File: src/rtl/gpio_irq_controller.sv
// gpio_irq_controller
// Wishbone-slave GPIO block: up to 64 pins in 16-bit banks, per-pin OE/OUT/dedicated
// enables, synchronised and glitch-filtered inputs, edge capture and a level IRQ.
module gpio_irq_controller #(
    parameter int                  NUM_GPIO     = 12,
    parameter logic [NUM_GPIO-1:0] OE_DEFAULTS  = '0,
    parameter logic [NUM_GPIO-1:0] OUT_DEFAULTS = '0,
    parameter logic [NUM_GPIO-1:0] DED_DEFAULTS = '0,
    parameter int                  FILTER_LEN   = 3,
    parameter logic [15:0]         FILT_DIV_DEF = '0
) (
    input  logic                wb_clk_i,
    input  logic                wb_rst_i,
    input  logic                wb_cyc_i,
    input  logic                wb_stb_i,
    input  logic                wb_we_i,
    input  logic [15:0]         wb_adr_i,
    input  logic [15:0]         wb_dat_i,
    output logic [15:0]         wb_dat_o,
    output logic                wb_ack_o,
    output logic [NUM_GPIO-1:0] gpio_oe,
    output logic [NUM_GPIO-1:0] gpio_out,
    input  logic [NUM_GPIO-1:0] gpio_in,
    output logic [NUM_GPIO-1:0] ded_en,
    output logic                irq_o
);

    localparam logic [3:0] FLEN = 4'(FILTER_LEN);

    typedef enum logic [3:0] {
        REG_OE       = 4'd0,
        REG_OUT      = 4'd1,
        REG_IN       = 4'd2,
        REG_DED_EN   = 4'd3,
        REG_OUT_SET  = 4'd4,
        REG_OUT_CLR  = 4'd5,
        REG_IRQ_EN   = 4'd6,
        REG_RISE_EN  = 4'd7,
        REG_FALL_EN  = 4'd8,
        REG_IRQ_STAT = 4'd9,
        REG_FILT_DIV = 4'd10
    } reg_e;

    reg_e                reg_sel;
    logic [1:0]          bank_sel;
    logic                unused_adr;
    logic                bus_hit;
    logic                wr_hit;
    logic                fdiv_wr;

    logic [NUM_GPIO-1:0] lane_sel;
    logic [NUM_GPIO-1:0] lane_dat;
    logic [NUM_GPIO-1:0] wr_bits;

    logic [NUM_GPIO-1:0] oe_q;
    logic [NUM_GPIO-1:0] out_q;
    logic [NUM_GPIO-1:0] ded_q;
    logic [NUM_GPIO-1:0] irq_en_q;
    logic [NUM_GPIO-1:0] rise_en_q;
    logic [NUM_GPIO-1:0] fall_en_q;
    logic [NUM_GPIO-1:0] stat_q;
    logic [15:0]         filt_div_q;

    logic [15:0]         presc_q;
    logic                tick;
    logic [NUM_GPIO-1:0] s1_q;
    logic [NUM_GPIO-1:0] s2_q;
    logic [NUM_GPIO-1:0] filt_q;
    logic [NUM_GPIO-1:0] filt_d_q;
    logic [3:0]          run_q [NUM_GPIO];

    logic [NUM_GPIO-1:0] rise;
    logic [NUM_GPIO-1:0] fall;
    logic [NUM_GPIO-1:0] stat_set;
    logic [NUM_GPIO-1:0] stat_clr;

    logic [63:0]         rd_pad;
    logic [15:0]         rd_data;

    assign reg_sel    = reg_e'(wb_adr_i[3:0]);
    assign bank_sel   = wb_adr_i[5:4];
    assign unused_adr = ^wb_adr_i[15:6];

    // A new request is one not already being acknowledged, so a held strobe acks every other cycle
    assign bus_hit = wb_cyc_i & wb_stb_i & ~wb_ack_o;
    assign wr_hit  = bus_hit & wb_we_i;
    assign fdiv_wr = wr_hit && (reg_sel == REG_FILT_DIV) && (bank_sel == 2'd0);

    // Map the 16-bit bus lane onto the pins of the addressed bank; pins past NUM_GPIO simply do not exist
    always_comb begin
        lane_sel = '0;
        lane_dat = '0;
        for (int i = 0; i < NUM_GPIO; i++) begin
            lane_sel[i] = (bank_sel == 2'(i / 16));
            lane_dat[i] = wb_dat_i[i % 16];
        end
    end

    assign wr_bits = lane_dat & lane_sel;

    // Control registers, updated on the edge that raises ack
    always_ff @(posedge wb_clk_i) begin
        if (wb_rst_i) begin
            oe_q       <= OE_DEFAULTS;
            out_q      <= OUT_DEFAULTS;
            ded_q      <= DED_DEFAULTS;
            irq_en_q   <= '0;
            rise_en_q  <= '0;
            fall_en_q  <= '0;
            filt_div_q <= FILT_DIV_DEF;
        end else if (wr_hit) begin
            case (reg_sel)
                REG_OE:       oe_q      <= (oe_q & ~lane_sel) | wr_bits;
                REG_OUT:      out_q     <= (out_q & ~lane_sel) | wr_bits;
                REG_DED_EN:   ded_q     <= (ded_q & ~lane_sel) | wr_bits;
                REG_OUT_SET:  out_q     <= out_q | wr_bits;
                REG_OUT_CLR:  out_q     <= out_q & ~wr_bits;
                REG_IRQ_EN:   irq_en_q  <= (irq_en_q & ~lane_sel) | wr_bits;
                REG_RISE_EN:  rise_en_q <= (rise_en_q & ~lane_sel) | wr_bits;
                REG_FALL_EN:  fall_en_q <= (fall_en_q & ~lane_sel) | wr_bits;
                REG_FILT_DIV: begin
                    if (bank_sel == 2'd0) begin
                        filt_div_q <= wb_dat_i;
                    end
                end
                default: ;
            endcase
        end
    end

    assign tick = (presc_q == filt_div_q);

    // Filter prescaler: counts 0..FILT_DIV, restarting whenever the divisor is rewritten
    always_ff @(posedge wb_clk_i) begin
        if (wb_rst_i) begin
            presc_q <= '0;
        end else if (fdiv_wr || tick) begin
            presc_q <= '0;
        end else begin
            presc_q <= presc_q + 16'd1;
        end
    end

    // Synchroniser and per-pin glitch filter: a new level must survive FILTER_LEN ticks
    always_ff @(posedge wb_clk_i) begin
        if (wb_rst_i) begin
            s1_q     <= '0;
            s2_q     <= '0;
            filt_q   <= '0;
            filt_d_q <= '0;
            for (int i = 0; i < NUM_GPIO; i++) begin
                run_q[i] <= '0;
            end
        end else begin
            s1_q     <= gpio_in;
            s2_q     <= s1_q;
            filt_d_q <= filt_q;
            for (int i = 0; i < NUM_GPIO; i++) begin
                if (FILTER_LEN == 0) begin
                    filt_q[i] <= s2_q[i];
                    run_q[i]  <= '0;
                end else if (s2_q[i] == filt_q[i]) begin
                    run_q[i] <= '0;
                end else if (tick) begin
                    if (run_q[i] + 4'd1 == FLEN) begin
                        filt_q[i] <= s2_q[i];
                        run_q[i]  <= '0;
                    end else begin
                        run_q[i] <= run_q[i] + 4'd1;
                    end
                end
            end
        end
    end

    assign rise     = filt_q & ~filt_d_q;
    assign fall     = ~filt_q & filt_d_q;
    assign stat_set = (rise & rise_en_q) | (fall & fall_en_q);
    assign stat_clr = (wr_hit && (reg_sel == REG_IRQ_STAT)) ? wr_bits : '0;

    // Edge status: write-one-to-clear, a fresh edge in the same cycle keeps the bit set
    always_ff @(posedge wb_clk_i) begin
        if (wb_rst_i) begin
            stat_q <= '0;
        end else begin
            stat_q <= (stat_q & ~stat_clr) | stat_set;
        end
    end

    // Level interrupt, one cycle behind the status register
    always_ff @(posedge wb_clk_i) begin
        if (wb_rst_i) begin
            irq_o <= 1'b0;
        end else begin
            irq_o <= |(stat_q & irq_en_q);
        end
    end

    // Read mux: registers are zero-padded to 64 pins so absent bits and banks read 0
    always_comb begin
        rd_pad  = '0;
        rd_data = '0;
        case (reg_sel)
            REG_OE:       rd_pad[NUM_GPIO-1:0] = oe_q;
            REG_OUT:      rd_pad[NUM_GPIO-1:0] = out_q;
            REG_IN:       rd_pad[NUM_GPIO-1:0] = filt_q;
            REG_DED_EN:   rd_pad[NUM_GPIO-1:0] = ded_q;
            REG_IRQ_EN:   rd_pad[NUM_GPIO-1:0] = irq_en_q;
            REG_RISE_EN:  rd_pad[NUM_GPIO-1:0] = rise_en_q;
            REG_FALL_EN:  rd_pad[NUM_GPIO-1:0] = fall_en_q;
            REG_IRQ_STAT: rd_pad[NUM_GPIO-1:0] = stat_q;
            default: ;
        endcase
        rd_data = rd_pad[{bank_sel, 4'b0000} +: 16];
        if (reg_sel == REG_FILT_DIV) begin
            rd_data = (bank_sel == 2'd0) ? filt_div_q : 16'h0000;
        end
    end

    // Bus response: ack and read data are registered together on the request edge
    always_ff @(posedge wb_clk_i) begin
        if (wb_rst_i) begin
            wb_ack_o <= 1'b0;
            wb_dat_o <= '0;
        end else begin
            wb_ack_o <= bus_hit;
            wb_dat_o <= bus_hit ? rd_data : 16'h0000;
        end
    end

    assign gpio_oe  = oe_q;
    assign gpio_out = out_q;
    assign ded_en   = ded_q;

endmodule

File: config.mk
export PLATFORM = sky130hd
export DESIGN_NAME = gpio_irq_controller
export DESIGN_NICKNAME = d
export VERILOG_FILES = /design/src/rtl/gpio_irq_controller.sv
export SDC_FILE = /design/constraint.sdc
export NUM_CORES = 1
export LEC_CHECK = 0
export BUFFER_PORTS_ARGS = -buffer_cell sky130_fd_sc_hd__buf_4
export CAP_MARGIN = 0
export CORE_MARGIN = 1.5
export CORE_UTILIZATION = 35
export DETAILED_ROUTE_END_ITERATION = 10
export GPL_ROUTABILITY_DRIVEN = 0
export SETUP_SLACK_MARGIN = 0.4
export SYNTH_ARGS = -nofsm -noshare
export SYNTH_HDL_FRONTEND = slang
export SYNTH_SLANG_ARGS = --single-unit
File: constraint.sdc
create_clock -name wb_clk_i -period 2.5 [get_ports wb_clk_i]
set_clock_uncertainty 0.1 [all_clocks]
set_input_delay 0.125 -clock wb_clk_i [delete_from_list [all_inputs] [get_ports wb_clk_i]]
set_output_delay 0.125 -clock wb_clk_i [all_outputs]
set_load 0.05 [all_outputs]
# Yosys cells after proc, flatten, opt, wreduce, memory -nomap -nowiden
# Memory sizes are Yosys's and may differ from the RTL's.
# Index checks and enable logic that the tools add are counted.
[word_totals]
in_bits = 49
memories = 1
wordCells = 386
romBits = 0
out_inout_bits = 54
latch_bits = 0
regBits = 182
ramBits = 48
[mem_list]
columns = ["memory", "words", "word_bits", "rd", "rd_clocked_by_memory_dff", "wr", "line", "source"]
rows = [
  ["run_q", 12, 4, 12, 0, 12, "70", "logic [3:0] run_q [NUM_GPIO];"],
]
[classes]
n_lt_le_gt_ge = 0
n_shift = 1
addsub = 13
multipliers = 0
eq_ne = 35
bitwise_logic = 81
reduce_logical = 29
div = 0
mux = 199
[ops]
columns = ["cell", "n"]
rows = [
  ["$and 12x12->12", 14],
  ["$mux 1", 158],
  ["$mux 4", 36],
  ["$or 12x12->12", 9],
  ["$pmux 12 s8", 1],
  ["$shiftx 64x7->16", 1],
  ["$not 12->12", 5],
  ["$eq 4x2->1 const B", 14],
  ["$add 4x1->4 const B", 12],
  ["$reduce_and 3->1", 13],
  ["$or 1x1->1", 36],
  ["$pmux 12 s3", 1],
  ["$mux 16", 2],
  ["$add 16x1->16 const B", 1],
  ["$eq 16x16->1", 1],
  ["$eq 4x3->1 const B", 4],
  ["$not 1->1", 14],
  ["$eq 1x1->1", 12],
  ["$eq 4x4->1 const B", 3],
  ["$mux 12", 1],
  ["$reduce_and 2->1", 6],
  ["$reduce_or 12->1", 1],
  ["$eq 4x1->1 const B", 1],
  ["$logic_not 4->1", 1],
  ["6 further kinds", 11],
]

# Depth between registers and ports, before layout
# Gate-level depths: netlist (run 1).
# An unclocked memory read counts as a cell.
[logic_depth]
word_depth = 10
depth_mapped = 8
depth_no_buf = 6

# Worst setup path before layout (run 1)
# OpenSTA, ideal clock, no wires.
[synth_path]
path_kind = "reg2reg"
start = "register wb_ack_o"
end = "register filt_div_q[10]"
setup_slack_ns = 0.393
path_buffers = 3
setup_time_ns = 0.128
arrival_time_ns = 1.880
synth_period_minus_slack_ns = 2.107
required_ns = 2.272
stages_incl_launch_ff = 9
cell_sequence = "dfxtp_1 -> and4b_1 -> and2_1 -> buf_2 -> nand3_1 -> buf_4 -> buf_4 -> mux2i_1 -> nor2_1"
[synth_via]
elab_chain_cells = 4
[synth_rtl]
columns = ["item", "line", "source"]
rows = [
  ["start, declared", "20", "output logic wb_ack_o,"],
  ["start signal, assigned", "226", "wb_ack_o <= bus_hit;"],
  ["$not 1->1", "85", "assign bus_hit = wb_cyc_i & wb_stb_i & ~wb_ack_o;"],
  ["$and 1x1->1", "85", ""],
  ["$and 1x1->1", "86", "assign wr_hit = bus_hit & wb_we_i;"],
  ["$reduce_and 3->1 (no line)", "n/a", ""],
  ["end signal, assigned", "123", "filt_div_q <= wb_dat_i;"],
  ["end, declared", "62", "logic [15:0] filt_div_q;"],
]
# No other way between the ends.
# A chain may end at the register's enable or synchronous reset.

==> flow_results.org, run 1 <==
** Global route
- Number of antenna violations at the first check in global routing :: 0
- Vias in the first global route :: 7882
- Across every metal layer, demand over resource in global routing totals 0.173.
- Sum of overflow across all layers after global routing :: 0
- The first global-routing pass estimated 42800 um of wire.
- Maximum number of pins on one net before global-route repair :: 163

** STA
- Period utilisation layout :: 0.788
- Once routing completed, OpenROAD measured the worst setup slack at 0.531 ns.
- The hold violation count in the final report was 0.
- Count of pins over their slew limit :: 0
- Upper clock frequency limit :: 508 MHz
- Measured against its own limit, the worst slew margin works out to 0.441.
- Setup total negative slack on the finished layout was measured at 0 ns.
- Final count of negative-setup-slack endpoints :: 0
- Setup repair after global routing missed its margin :: false
- For the pin with the worst max-slew slack, the measured transition is 0.835 ns.
- Final worst path period need :: 1.97 ns

** Yosys
- Post-synthesis sequential element count :: 230
- Counting distinct cell types in the post-synthesis netlist gives 52.
- Counting every instance in the synthesized netlist gives 1116.
- The biggest area contributor in the post-synthesis netlist is sky130_fd_sc_hd__dfxtp_1.
- Of the post-synthesis cell area, the dominant cell type holds 0.344.
- Counting flops with an async set or reset pin after synthesis yields a share of 0.
- When the netlist entered floorplanning its net count stood at 1190.
- sky130_fd_sc_hd__dfxtp_1 is the most common cell in the netlist.
- Number of flops mapped to enable cells by yosys :: 48
- Ranking of synthesized cells by instance count :: 182 x sky130_fd_sc_hd__dfxtp_1, 149 x sky130_fd_sc_hd__nor2_1, 85 x sky130_fd_sc_hd__nand2_1
- Part of the Yosys area used for sequential elements :: 0.480
- The average instance in the mapped netlist occupies 9.50 um^2.
- By area the synthesized netlist is led by sky130_fd_sc_hd__dfxtp_1 34%, sky130_fd_sc_hd__edfxtp_1 14%, sky130_fd_sc_hd__mux2i_1 6.7%.
- The mapped netlist covers 0.0106 mm^2.
- Most common flop cell mapped by yosys :: sky130_fd_sc_hd__dfxtp_1
- Yosys printed 0 warnings.

** Floorplanning
- The core region is 0.0297 mm^2.
- Measured along the y axis, the die boundary spans 177 um.
- Effective utilization at floorplan :: 0.357
- 103 I/O pins were placed.
- Number of rows created at floorplan :: 63
- The die covers 0.0314 mm^2.
- The die is 177 um wide.

** Run status
- The flow ran to the end, and the final reports show no timing, DRC or antenna violations.

** Cells and area
- Filler Cell Count :: 2841
- # diodes :: 0
- Compared with the post-synthesis result, the final layout area differs by 20.2%.
- The multi-input combinational cells in the finished layout cover a total of 0.00511 mm^2.
- Final core area utilization :: 0.429
- In the final layout, the share of cells above drive strength 1 is 0.146.
- Sequential cell area :: 0.00509 mm^2
- Net count reported at finish :: 1290
- For this run, the number of standard cells in the final layout without fillers is 1624.

** Setup path
- Source of the worst register-to-register timing path :: wb_ack_o
- Largest fanout on the critical path :: 12
- Worst setup path category :: reg2reg
- Worst Reg2Reg Path Length in Cells :: 5
- STA puts the critical path data arrival time at 2.24 ns.
- CP required :: 2.77 ns
- The worst setup path is launched from a register.
- The setup check on the worst reg-to-reg path leaves a slack of 0.53 ns.
- The worst setup path is captured at a register.

** Detailed routing
- Dividing the detail-routed via count by the number of cells gives 5.11.
- DRC errors left :: 0
- Detailed Route Iter0 Violations :: 641
- DR vias :: 8301
- The pre-antenna-repair detailed-routing pass consisted of 5 iterations.
- Once detail routing completed, the nets flagged for antenna violations numbered 0.
- After detailed routing, the average wire length per cell comes to 16.8 um.
- Total Routed Length :: 27300 um

** CTS
- Clock tree synthesis inserted a total of 25 buffers.
- CTS built an H-tree with a depth of 1.
- Clock Latency Late Sink :: 0.52 ns
- CTS saw 230 sinks.
- Clock transition at the register clock pins on the worst setup and hold paths after CTS :: 0.06 ns
- Clock root buffer :: sky130_fd_sc_hd__clkbuf_16
- In this run the deepest clock path goes through 3 buffers.
- TritonCTS built the clock tree.

** Power and ir drop
- Summing internal, switching and leakage power gives 7620 uW.
- Total power divided by cell area :: 598 mW/mm^2
- IR analysis of the VDD net gives a maximum drop of 406 uV.
- Static leakage :: 0.00508 uW

** Placed design
- During placement, the flow inserted port buffers numbering 92.
- Placement Setup Slack :: 0.375 ns
- # placed instances :: 1549
- The wire-length estimate of the detail-placed layout is 18800 um.

** Min path
- Startpoint of the tightest hold check path :: wb_adr_i[4]
- Type of the most critical hold path :: in2reg
- The worst hold path was traced through 6 stages.

** Job
- Across the run, the number of max-cap violations was 0.
routing by layer:
layer,up-vias,track usage,part of all wire
met2,216,0.276,0.46
met3,44,0.0299,0.058
met1,3931,0.238,0.46
met4,0,0.0523,0.026
li1,4110,-,-
met5,-,0,0
how the worst max path moves through the flow:
| stage | startpoint | slack [ns] | to | cells past startpoint |
|---|---|---|---|---|
| CTS | wb_ack_o | 0.42 | register | 7 |
| global placement | wb_ack_o | 0.41 | register | 6 |
| global route | presc_q[1] | 0.40 | run_q[1][0] | 6 |
| detailed placement | wb_ack_o | 0.38 | register | 6 |
| finish | wb_ack_o | 0.53 | register | 5 |
| floorplan | wb_ack_o | 0.56 | filt_div_q[10] | 8 |
cell families (layout without fill, tap and decap cells):
logic type               count (synthesis)  after routing  synth area share
AO/OA/AOI/OAI                          197            197             0.122
XOR/XNOR                                66             66            0.0545
adder cells (fa/ha/maj)                 25             25            0.0295
buffers and inverters                  101            219            0.0413
flip-flops                             230            230             0.480
multiplexers                            84             84            0.0872
AND/OR/NAND/NOR                        413            413             0.186
worst max-delay path: stages, from the launching register on:
cell                      delay [ns]
sky130_fd_sc_hd__dfxtp_2        0.32
sky130_fd_sc_hd__and4b_2        0.38
sky130_fd_sc_hd__nand2_1        0.13
sky130_fd_sc_hd__or4_4          0.62
sky130_fd_sc_hd__mux2i_1        0.21
sky130_fd_sc_hd__nor2_1         0.05
through the flow:
step	instance area, um^2	hold slack [ns]
CTS	12700	0.0548
global placement	11700	0.244
floorplan	10600	0.147
global route	12700	0.0785
detailed placement	11700	0.242
finish	12700	0.0727
report_power, final:
group,leakage [uW],switching [uW],internal [uW]
sequential,0.00206,23.3,3810
clock,0.000372,1450,1970
combinational,0.00265,227,142
area by class of cell:
class,count,area share
Clock inverter,7,0.00334
Clock buffer,38,0.0561
Multi-Input combinational cell,785,0.401
Inverter,30,0.00884
Timing Repair Buffer,144,0.0930
Sequential cell,230,0.399
Tap cell,390,0.0383
cell usage in the layout (no fill, tap or decap), types with 4 or more instances in the layout:
master,n
sky130_fd_sc_hd__a32oi_1,4
sky130_fd_sc_hd__and3_1,4
sky130_fd_sc_hd__o21ai_0,48
sky130_fd_sc_hd__o41ai_1,12
sky130_fd_sc_hd__o221ai_1,4
sky130_fd_sc_hd__mux2i_1,71
sky130_fd_sc_hd__edfxtp_1,48
sky130_fd_sc_hd__mux4_2,6
sky130_fd_sc_hd__and3b_1,12
sky130_fd_sc_hd__nand4_1,4
sky130_fd_sc_hd__xor2_1,39
sky130_fd_sc_hd__nor2b_1,45
sky130_fd_sc_hd__nand3_1,50
sky130_fd_sc_hd__inv_1,30
sky130_fd_sc_hd__nand3b_1,12
sky130_fd_sc_hd__o22ai_1,5
sky130_fd_sc_hd__dlygate4sd3_1,30
sky130_fd_sc_hd__clkbuf_8,4
sky130_fd_sc_hd__clkbuf_16,25
sky130_fd_sc_hd__mux2_2,7
sky130_fd_sc_hd__nor3_1,26
sky130_fd_sc_hd__nand2_1,85
sky130_fd_sc_hd__buf_4,111
sky130_fd_sc_hd__and2_1,6
sky130_fd_sc_hd__dfxtp_1,179
sky130_fd_sc_hd__a21oi_1,53
sky130_fd_sc_hd__a22oi_1,16
sky130_fd_sc_hd__o22a_1,12
sky130_fd_sc_hd__nor2_1,148
sky130_fd_sc_hd__a21boi_0,13
sky130_fd_sc_hd__xnor2_1,27
sky130_fd_sc_hd__clkinv_2,4
sky130_fd_sc_hd__ha_1,25
sky130_fd_sc_hd__a22o_1,12
sky130_fd_sc_hd__clkbuf_1,9
repair_timing:
action / 4_1_cts / 5_1_grt
hold buffers: 30 / 0
setup endpoints to repair: 14 / 123
cloned: 0 / 0
hold endpoints to repair: 113 / 0
gates resized for setup: 2 / 6
buffers inserted: 0 / 0
Note: power is estimated with default switching activity, not from simulation.
==> inputs of run 2 (changes only) <==
==> constraint.sdc (replaced) <==
create_clock -name wb_clk_i -period 1.81 [get_ports wb_clk_i]
set_clock_uncertainty 0.1 [all_clocks]
set_input_delay 0.0905 -clock wb_clk_i [delete_from_list [all_inputs] [get_ports wb_clk_i]]
set_output_delay 0.0905 -clock wb_clk_i [all_outputs]
set_load 0.05 [all_outputs]
==> flow_results.org, run 2 (synthesis results as in run 1) <==
** Global route
- The maximum number of pins on one net before global-route repair is 136 (-17%).
- The combined global-route utilization of all metal layers came to 0.198 (+0.0255).
- The global-route wire length before repair is 48400 um (+13%).
- Number of antenna violations at the first check in global routing :: 0 (unchanged)
- Sum of overflow across all layers after global routing :: 0 (unchanged)
- Vias in the first global route :: 8580 (+8.9%)

** Cells and area
- The antenna diode count is 0 (unchanged).
- The combined area of the multi-input logic cells is 0.00587 mm^2 (+15%).
- Filler Cell Count :: 2691 (-5.3%)
- The number of nets in the layout is 1378 (+6.8%).
- Layout cell share with drive strength beyond 1 :: 0.316 (+0.170)
- Relative to the synthesized area, the layout overhead comes to 37.6%.
- Sequential cell area :: 0.00514 mm^2 (+1.0%)
- The library cell used most frequently in the layout, excluding fill and tap cells, is sky130_fd_sc_hd__buf_4.
- In the layout the commonest cells are 156 x sky130_fd_sc_hd__buf_4, 150 x sky130_fd_sc_hd__dfxtp_1, 139 x sky130_fd_sc_hd__nor2_1, 70 x sky130_fd_sc_hd__mux2i_1, 57 x sky130_fd_sc_hd__nand2_1.

** Setup path
- Arrival time of data at the critical path endpoint :: 2.20 ns (-0.04 ns)
- Critical path cell sequence :: xor2_1 -> nor4_2 -> nand4_1 -> buf_6 -> bufbuf_16 -> o21ai_4 -> o41ai_4
- Crit path largest cell delay :: 0.34 ns (-0.28 ns)
- Element type at the critical path start :: register
- For this design, the slowest cell found on the critical path is sky130_fd_sc_hd__dfxtp_2.
- CP required :: 2.09 ns (-0.68 ns)
- Worst setup path category :: reg2reg
- Worst Setup End Kind :: register
- The worst-path maximum fanout was 12 (unchanged).

** Run status
- The final reports fail on negative setup slack.
- The run finished, with violations left.

** Floorplanning
- Effective utilization at floorplan :: 0.357 (unchanged)
- The core outline area is 0.0297 mm^2 (unchanged).
- Number of rows created at floorplan :: 63 (unchanged)
- The width of the chip was 177 um (unchanged).
- Die height :: 177 um (unchanged)
- Die area :: 0.0314 mm^2 (unchanged)
- The number of placed I/O pins was 103 (unchanged).

** CTS
- H-Tree Level Count :: 1 (unchanged)
- The worst-skew pair later-pin latency came to 0.53 ns (about the same).
- The number of clock buffers inserted by TritonCTS is 25 (unchanged).
- The number of clock sinks seen by CTS is 230 (unchanged).
- CTS Buffer Depth :: 3 (unchanged)
- The post-CTS clock slew at the launch and capture registers of the worst setup and hold paths was 0.06 ns (about the same).
- Clock root buffer :: sky130_fd_sc_hd__clkbuf_16
- TritonCTS built the clock tree.

** Detailed routing
- DR WL met2 :: 15000 um (+20%)
- The detail-routed net length per standard cell was 18.3 um (+9.1%).
- Top Metal Used :: met4
- Post-route antenna net violation count :: 0 (unchanged)
- Met3 wire length :: 2000 um (+26%)
- Sum of routed wire segments on met1 :: 13800 um (+10%)
- The detailed-route vias per instance is 5.22 (+2.2%).
- The DRC violation count after routing came to 0 (unchanged).
- The iteration-0 DRC count of the detailed router was 725 (+13%).
- The total number of vias came to 8950 (+7.8%).
- Total Routed Length :: 31400 um (+15%)
- The count of TritonRoute iterations in the first routing pass is 5 (unchanged).

** STA
- The final period utilization is 1.06 (+0.273).
- The worst relative slew slack is 0.519 (+0.0783).
- The actual transition at the worst max-transition pin was 0.722 ns (-0.114 ns).
- The count of final setup violators was 123 (+123).
- The final critical path time including I/O delays and setup came to 1.92 ns (-0.0493 ns).
- The maximum operating frequency came to 521 MHz (+2.6%).
- Final count of hold timing violations :: 0 (unchanged)
- Setup repair after global routing missed its margin :: true
- Count of pins over their slew limit :: 0 (unchanged)
- The sum of negative setup slack was -4.87 ns (-4.87 ns).
- Final hold slack :: 0.0424 ns (-0.0302 ns)
- The worst-case setup margin in the final layout was -0.110 ns (-0.641 ns).

** Power and ir drop
- Sequential cell fraction of total power :: 0.485 (-0.018)
- The largest voltage drop on the vdd net was 564 uV (+39%).
- The portion of total power attributed to the clock network is 0.454 (+0.005).
- The part of the total power dissipated in combinational logic is 0.061 (+0.013).
- The total power density per cell area was 746 mW/mm^2 (+25%).
- The cell leakage power is 0.00602 uW (+19%).
- Net switching power of the design :: 2490 uW (+46%)
- The net switching fraction of the power is 0.228 (+0.00486).
- The cell-internal power came to 8400 uW (+42%).

** Min path
- The tightest min-delay check is of the in2reg type.

** Placed design
- Half-perimeter wire length of the detailed placement result :: 20500 um (+9.3%)
- The number of I/O port buffers was 92 (unchanged).

** Job
- Number of maximum-capacitance constraint violations :: 0 (unchanged)
-- run 2: cell types whose count changed in the layout (fill, tap and decap cells not counted), moves of 17 or more --
cell	previous run	this run
sky130_fd_sc_hd__nand2_1	85	57
sky130_fd_sc_hd__dfxtp_2	3	26
sky130_fd_sc_hd__o21ai_2	0	31
sky130_fd_sc_hd__nand2_4	0	23
sky130_fd_sc_hd__o21ai_0	48	11
sky130_fd_sc_hd__dfxtp_1	179	150
sky130_fd_sc_hd__buf_6	1	23
sky130_fd_sc_hd__nand3_1	50	33
sky130_fd_sc_hd__buf_4	111	156
-- run 2: worst paths after layout --
kind / startpoint / to / slack [ns] / depth (start not counted)
max: filt_div_q[11] / filt_q[7] / -0.11 / 7
min: wb_adr_i[4] / wb_dat_o[6] / 0.04 / 6
max reg2reg: filt_div_q[11] / filt_q[7] / -0.11 / 7
min reg2reg: s1_q[11] / s2_q[11] / 0.34 / 1
-- run 2: area by class of cell --
class | count | share of cell area
Sequential cell | 230 | 0.352
Clock buffer | 39 | 0.0520
Clock inverter | 7 | 0.00292
Multi-Input combinational cell | 788 | 0.403
Inverter | 30 | 0.00772
Tap cell | 390 | 0.0334
Timing Repair Buffer | 229 | 0.149
-- run 2: layer usage --
| metal | GRT usage | up-vias |
|---|---|---|
| met5 | 0 | - |
| met4 | 0.0484 | 0 |
| met3 | 0.0331 | 42 |
| met2 | 0.328 | 272 |
| met1 | 0.268 | 4338 |
| li1 | - | 4298 |
-- run 2: critical path, delay by kind of cell, from the launching register on --
family / cells / cell delay, ns
xor+xnor: 1 / 0.18
flops: 1 / 0.34
simple gates: 2 / 0.41
compound gates: 2 / 0.27
buf+inv: 2 / 0.47
-- run 2: through the flow --
step	instance area, um^2	util	std cells	worst slack, ns	total power [uW]
floorplan	11000	-	1116	-0.0558	5700
global placement	12500	0.420	1613	-0.0731	5920
detailed placement	12500	0.420	1613	-0.121	5920
CTS	14200	0.479	1711	-0.105	11000
global route	14600	0.491	1713	-0.223	11200
finish	14600	0.491	1713	-0.110	10900
-- run 2: power groups by stage --
stage / Combinational, uW / Sequential (uW) / Clock (uW)
2_1_floorplan: 313 / 5390 / 0
5_1_grt: 711 / 5280 / 5240
3_5_place_dp: 525 / 5390 / 0
4_1_cts: 637 / 5280 / 5050
3_3_place_gp: 525 / 5390 / 0
6_report: 668 / 5280 / 4940
-- run 2: timing repair --
item                                   CTS  global route
setup endpoints to repair              244           246
cloned                                  13             1
buffers inserted                         8             1
hold buffers                            31             0
gates resized for setup                 98            90
pin swaps                               45            28
endpoints found under the hold margin  113             0
==> inputs of run 3 (changes only) <==
--- a/config.mk
+++ b/config.mk
@@ -5,12 +5,14 @@
 export SDC_FILE = /design/constraint.sdc
 export NUM_CORES = 1
 export LEC_CHECK = 0
+export ABC_AREA = 1
 export BUFFER_PORTS_ARGS = -buffer_cell sky130_fd_sc_hd__buf_4
 export CAP_MARGIN = 0
 export CORE_MARGIN = 1.5
-export CORE_UTILIZATION = 35
+export CORE_UTILIZATION = 50
 export DETAILED_ROUTE_END_ITERATION = 10
 export GPL_ROUTABILITY_DRIVEN = 0
+export PLACE_DENSITY = 0.72
 export SETUP_SLACK_MARGIN = 0.4
 export SYNTH_ARGS = -nofsm -noshare
 export SYNTH_HDL_FRONTEND = slang
==> flow_results.org, run 3 <==
** Floorplanning
- Number of rows created at floorplan :: 52 (-17%)
- The width of the chip was 148 um (-16%).
- Effective utilization at floorplan :: 0.515 (+0.158)
- Die height :: 148 um (-16%)
- The area of the die was 0.0219 mm^2 (-30%).
- Area inside the core boundary :: 0.0204 mm^2 (-31%)
- The number of placed I/O pins was 103 (unchanged).

** Global route
- GR peak layer :: met2
- Met2 usage :: 0.449 (+0.120)
- Vias in the first global route :: 9514 (+11%)
- Global routing met3 resource utilization :: 0.0380 (+0.00489)
- Grt met1 use :: 0.360 (+0.0913)
- Overall Global Routing Usage :: 0.270 (+0.0721)
- The initial antenna violation count was 0 (unchanged).
- The global-route wire length before repair is 47300 um (-2.3%).
- The final global-route overflow total came to 0 (unchanged).
- Maximum number of pins on one net before global-route repair :: 55 (-60%)

** STA
- The final number of max-transition violations came to 0 (unchanged).
- The hold violation count in the final report is 0 (unchanged).
- Slew at the pin with the worst max-slew slack :: 0.524 ns (-0.197 ns)
- The maximum operating frequency is 549 MHz (+5.4%).
- The worst slack on hold paths came to 0.0838 ns (+0.0414 ns).
- Normalized max-slew margin :: 0.649 (+0.130)
- Final worst path period need :: 1.82 ns (-0.0977 ns)
- The count of final setup violators is 1 (-99%).
- Crit path setup slack, layout :: -0.0120 ns (+0.0977 ns)
- The final period utilization was 1.01 (-0.0540).
- Setup repair after global routing could not meet its margin everywhere.

** Detailed routing
- DR vias :: 10600 (+18%)
- The residual antenna-violating net count after detailed routing was 0 (unchanged).
- Detailed Route Iter0 Violations :: 960 (+32%)
- The count of TritonRoute iterations in the first routing pass was 8 (+3).
- Average wire per cell in the routed design :: 18.0 um (-2.0%)
- Drt via density :: 5.51 (+5.5%)
- DRC errors left :: 0 (unchanged)
- The total length of routed wires is 34500 um (+9.8%).

** Setup path
- The slowest stage of the critical path is the sky130_fd_sc_hd__dfxtp_4 cell.
- The number of buffers and inverters on the critical path came to 4 (+2).
- The worst setup path is of the reg2reg kind.
- The delay of the slowest cell on the worst path came to 0.38 ns (+0.04 ns).
- STA classifies the critical path endpoint as a register.
- Walking the worst path, the cells encountered are nand2_1 -> inv_1 -> nor2_1 -> nor2_1 -> nand2_1 -> nor2_4 -> nand2_4 -> clkinv_8 -> clkbuf_16 -> buf_6 -> nand2_8 -> nor2_2.
- STA classifies the critical path startpoint as a register.
- The worst-path maximum fanout is 5 (-7).
- Crit path max-delay family :: simple AND/OR/NAND/NOR gates
- Arrival time of data at the critical path endpoint :: 2.09 ns (-0.11 ns)
- The required time of the worst setup path is 2.08 ns (about the same).

** Yosys
- The share of the synthesized area in the top cell type came to 0.346 (+0.00278).
- The cell area after synthesis was 0.0105 mm^2 (-0.80%).
- Average size of a mapped cell :: 7.60 um^2 (-20%)
- Cell with the most instances after synthesis :: sky130_fd_sc_hd__nor2_1
- Number of warning messages in the yosys log :: 0 (unchanged)
- In the post-synthesis netlist, the biggest area contributors are sky130_fd_sc_hd__dfxtp_1 35%, sky130_fd_sc_hd__edfxtp_1 14%, sky130_fd_sc_hd__nor2_1 9.6%.
- The count of flip-flops with a built-in enable after synthesis is 48 (unchanged).
- Gate count after technology mapping :: 1384 (+24%)
- The number of different library cells in the post-synthesis netlist came to 32 (-38%).
- The fraction of synthesis flops using an asynchronous set or reset pin was 0 (unchanged).
- The total nets after synthesis was 1458 (+23%).
- For this run, the leading register cell type out of synthesis is sky130_fd_sc_hd__dfxtp_1.
- Ranking of synthesized cells by instance count :: 268 x sky130_fd_sc_hd__nor2_1, 236 x sky130_fd_sc_hd__nand2_1, 182 x sky130_fd_sc_hd__dfxtp_1
- The sequential area share after synthesis was 0.483 (+0.00388).
- The largest total area in the synthesized netlist belongs to sky130_fd_sc_hd__dfxtp_1.
- The flop and latch count out of synthesis is 230 (unchanged).

** Power and ir drop
- The total power density per cell area was 741 mW/mm^2 (-0.67%).
- Max VDD drop :: 692 uV (+23%)
- Static leakage :: 0.00649 uW (+7.7%)

** Placed design
- Half-perimeter wire length of the detailed placement result :: 19600 um (-4.7%)
- Count of buffers inserted at the top-level ports :: 92 (unchanged)
- Placement Setup Slack :: 0.0140 ns (+0.135 ns)

** Min path
- The min-delay analysis places its worst path in the category in2reg.

** CTS
- The number of clock sinks seen by CTS is 230 (unchanged).
- The deepest level of the CTS H-tree is 1 (unchanged).
- The worst-skew pair later-pin latency was 0.52 ns (about the same).
- Clock root buffer :: sky130_fd_sc_hd__clkbuf_16
- The post-CTS clock slew at the launch and capture registers of the worst setup and hold paths was 0.06 ns (about the same).
- The number of clock buffers inserted by TritonCTS is 25 (unchanged).
- Clock tree from TritonCTS :: built
- The deepest clock path buffer count was 3 (unchanged).

** Cells and area
- Layout cell share with drive strength beyond 1 :: 0.354 (+0.0376)
- Area Overhead vs Synth :: 45.9%
- The number of nets in the layout is 1705 (+24%).
- The library cell used most frequently in the layout, excluding fill and tap cells, is sky130_fd_sc_hd__nand2_1.
- # diodes :: 0 (unchanged)
- In the layout the commonest cells are 207 x sky130_fd_sc_hd__nand2_1, 189 x sky130_fd_sc_hd__nor2_1, 163 x sky130_fd_sc_hd__buf_4, 152 x sky130_fd_sc_hd__inv_1, 151 x sky130_fd_sc_hd__dfxtp_1.
- The final standard cell utilization of the core was 0.751 (+0.260).

** Run status
- Run status :: complete, but fails checks
- The final reports fail on negative setup slack.

** Job
- Number of maximum-capacitance constraint violations :: 0 (unchanged)
run 3: cells by family after synthesis:
group	after synthesis	synth area share
DFF	230	0.483
adders and majority gates	25	0.0297
xor gates and xnor gates	41	0.0341
AOI/OAI and AO/OA	240	0.117
and+or+nand+nor	627	0.253
buffers and inverters	221	0.0829
run 3: worst paths after layout:
kind / cells past startpoint / startpoint / slack [ns] / to
worst max-delay path: 12 / presc_q[11] / -0.01 / run_q[0][1]
worst min-delay path: 5 / wb_rst_i / 0.08 / wb_ack_o
worst max register to register: 12 / presc_q[11] / -0.01 / run_q[0][1]
worst min register to register: 2 / s1_q[7] / 0.30 / s2_q[7]
run 3: power by group:
part | total, uW | switching (uW) | internal [uW] | leakage [uW]
clock | 5110 | 2070 | 3040 | 0.000404
combinational | 945 | 562 | 383 | 0.00400
sequential | 5320 | 47.1 | 5270 | 0.00208
run 3: layer usage:
metal  share of wire  vias to the layer above
met5               0                        -
li1                -                     4940
met1            0.40                     5011
met4           0.038                        0
met2            0.49                      510
met3           0.078                      113
run 3: what timing repair did:
| action | in CTS | in global routing |
|---|---|---|
| hold buffers | 41 | 0 |
| gates cloned | 4 | 10 |
| endpoints found under the hold margin | 113 | 0 |
| setup endpoints to repair | 224 | 246 |
| resized for setup | 75 | 367 |
| pin swaps | 23 | 85 |
| setup buffers | 37 | 39 |
run 3: area by class of cell:
type	instances	area, um^2
Timing Repair inverter	2	15.0
Inverter	175	699
Clock inverter	6	58.8
Fill cell	1371	5080
Clock buffer	39	768
Timing Repair Buffer	263	2500
Multi-Input combinational cell	934	5830
Tap cell	270	338
Sequential cell	230	5140
run 3: worst min-delay path, cell delays in order:
cell and delay [ns]:
sky130_fd_sc_hd__buf_4 0.18, sky130_fd_sc_hd__inv_2 0.13, sky130_fd_sc_hd__nand2_4 0.12, sky130_fd_sc_hd__buf_4 0.11, sky130_fd_sc_hd__inv_1 0.03
run 3: metrics by stage:
step	setup TNS (ns)	cells	total power (uW)	cell area, um^2
detailed placement	0	1743	6000	11900
CTS	0	1870	11200	13700
global route	-0.363	1919	11700	15400
floorplan	0	1384	5760	10800
global placement	0	1743	5990	11900
finish	-0.0120	1919	11400	15400
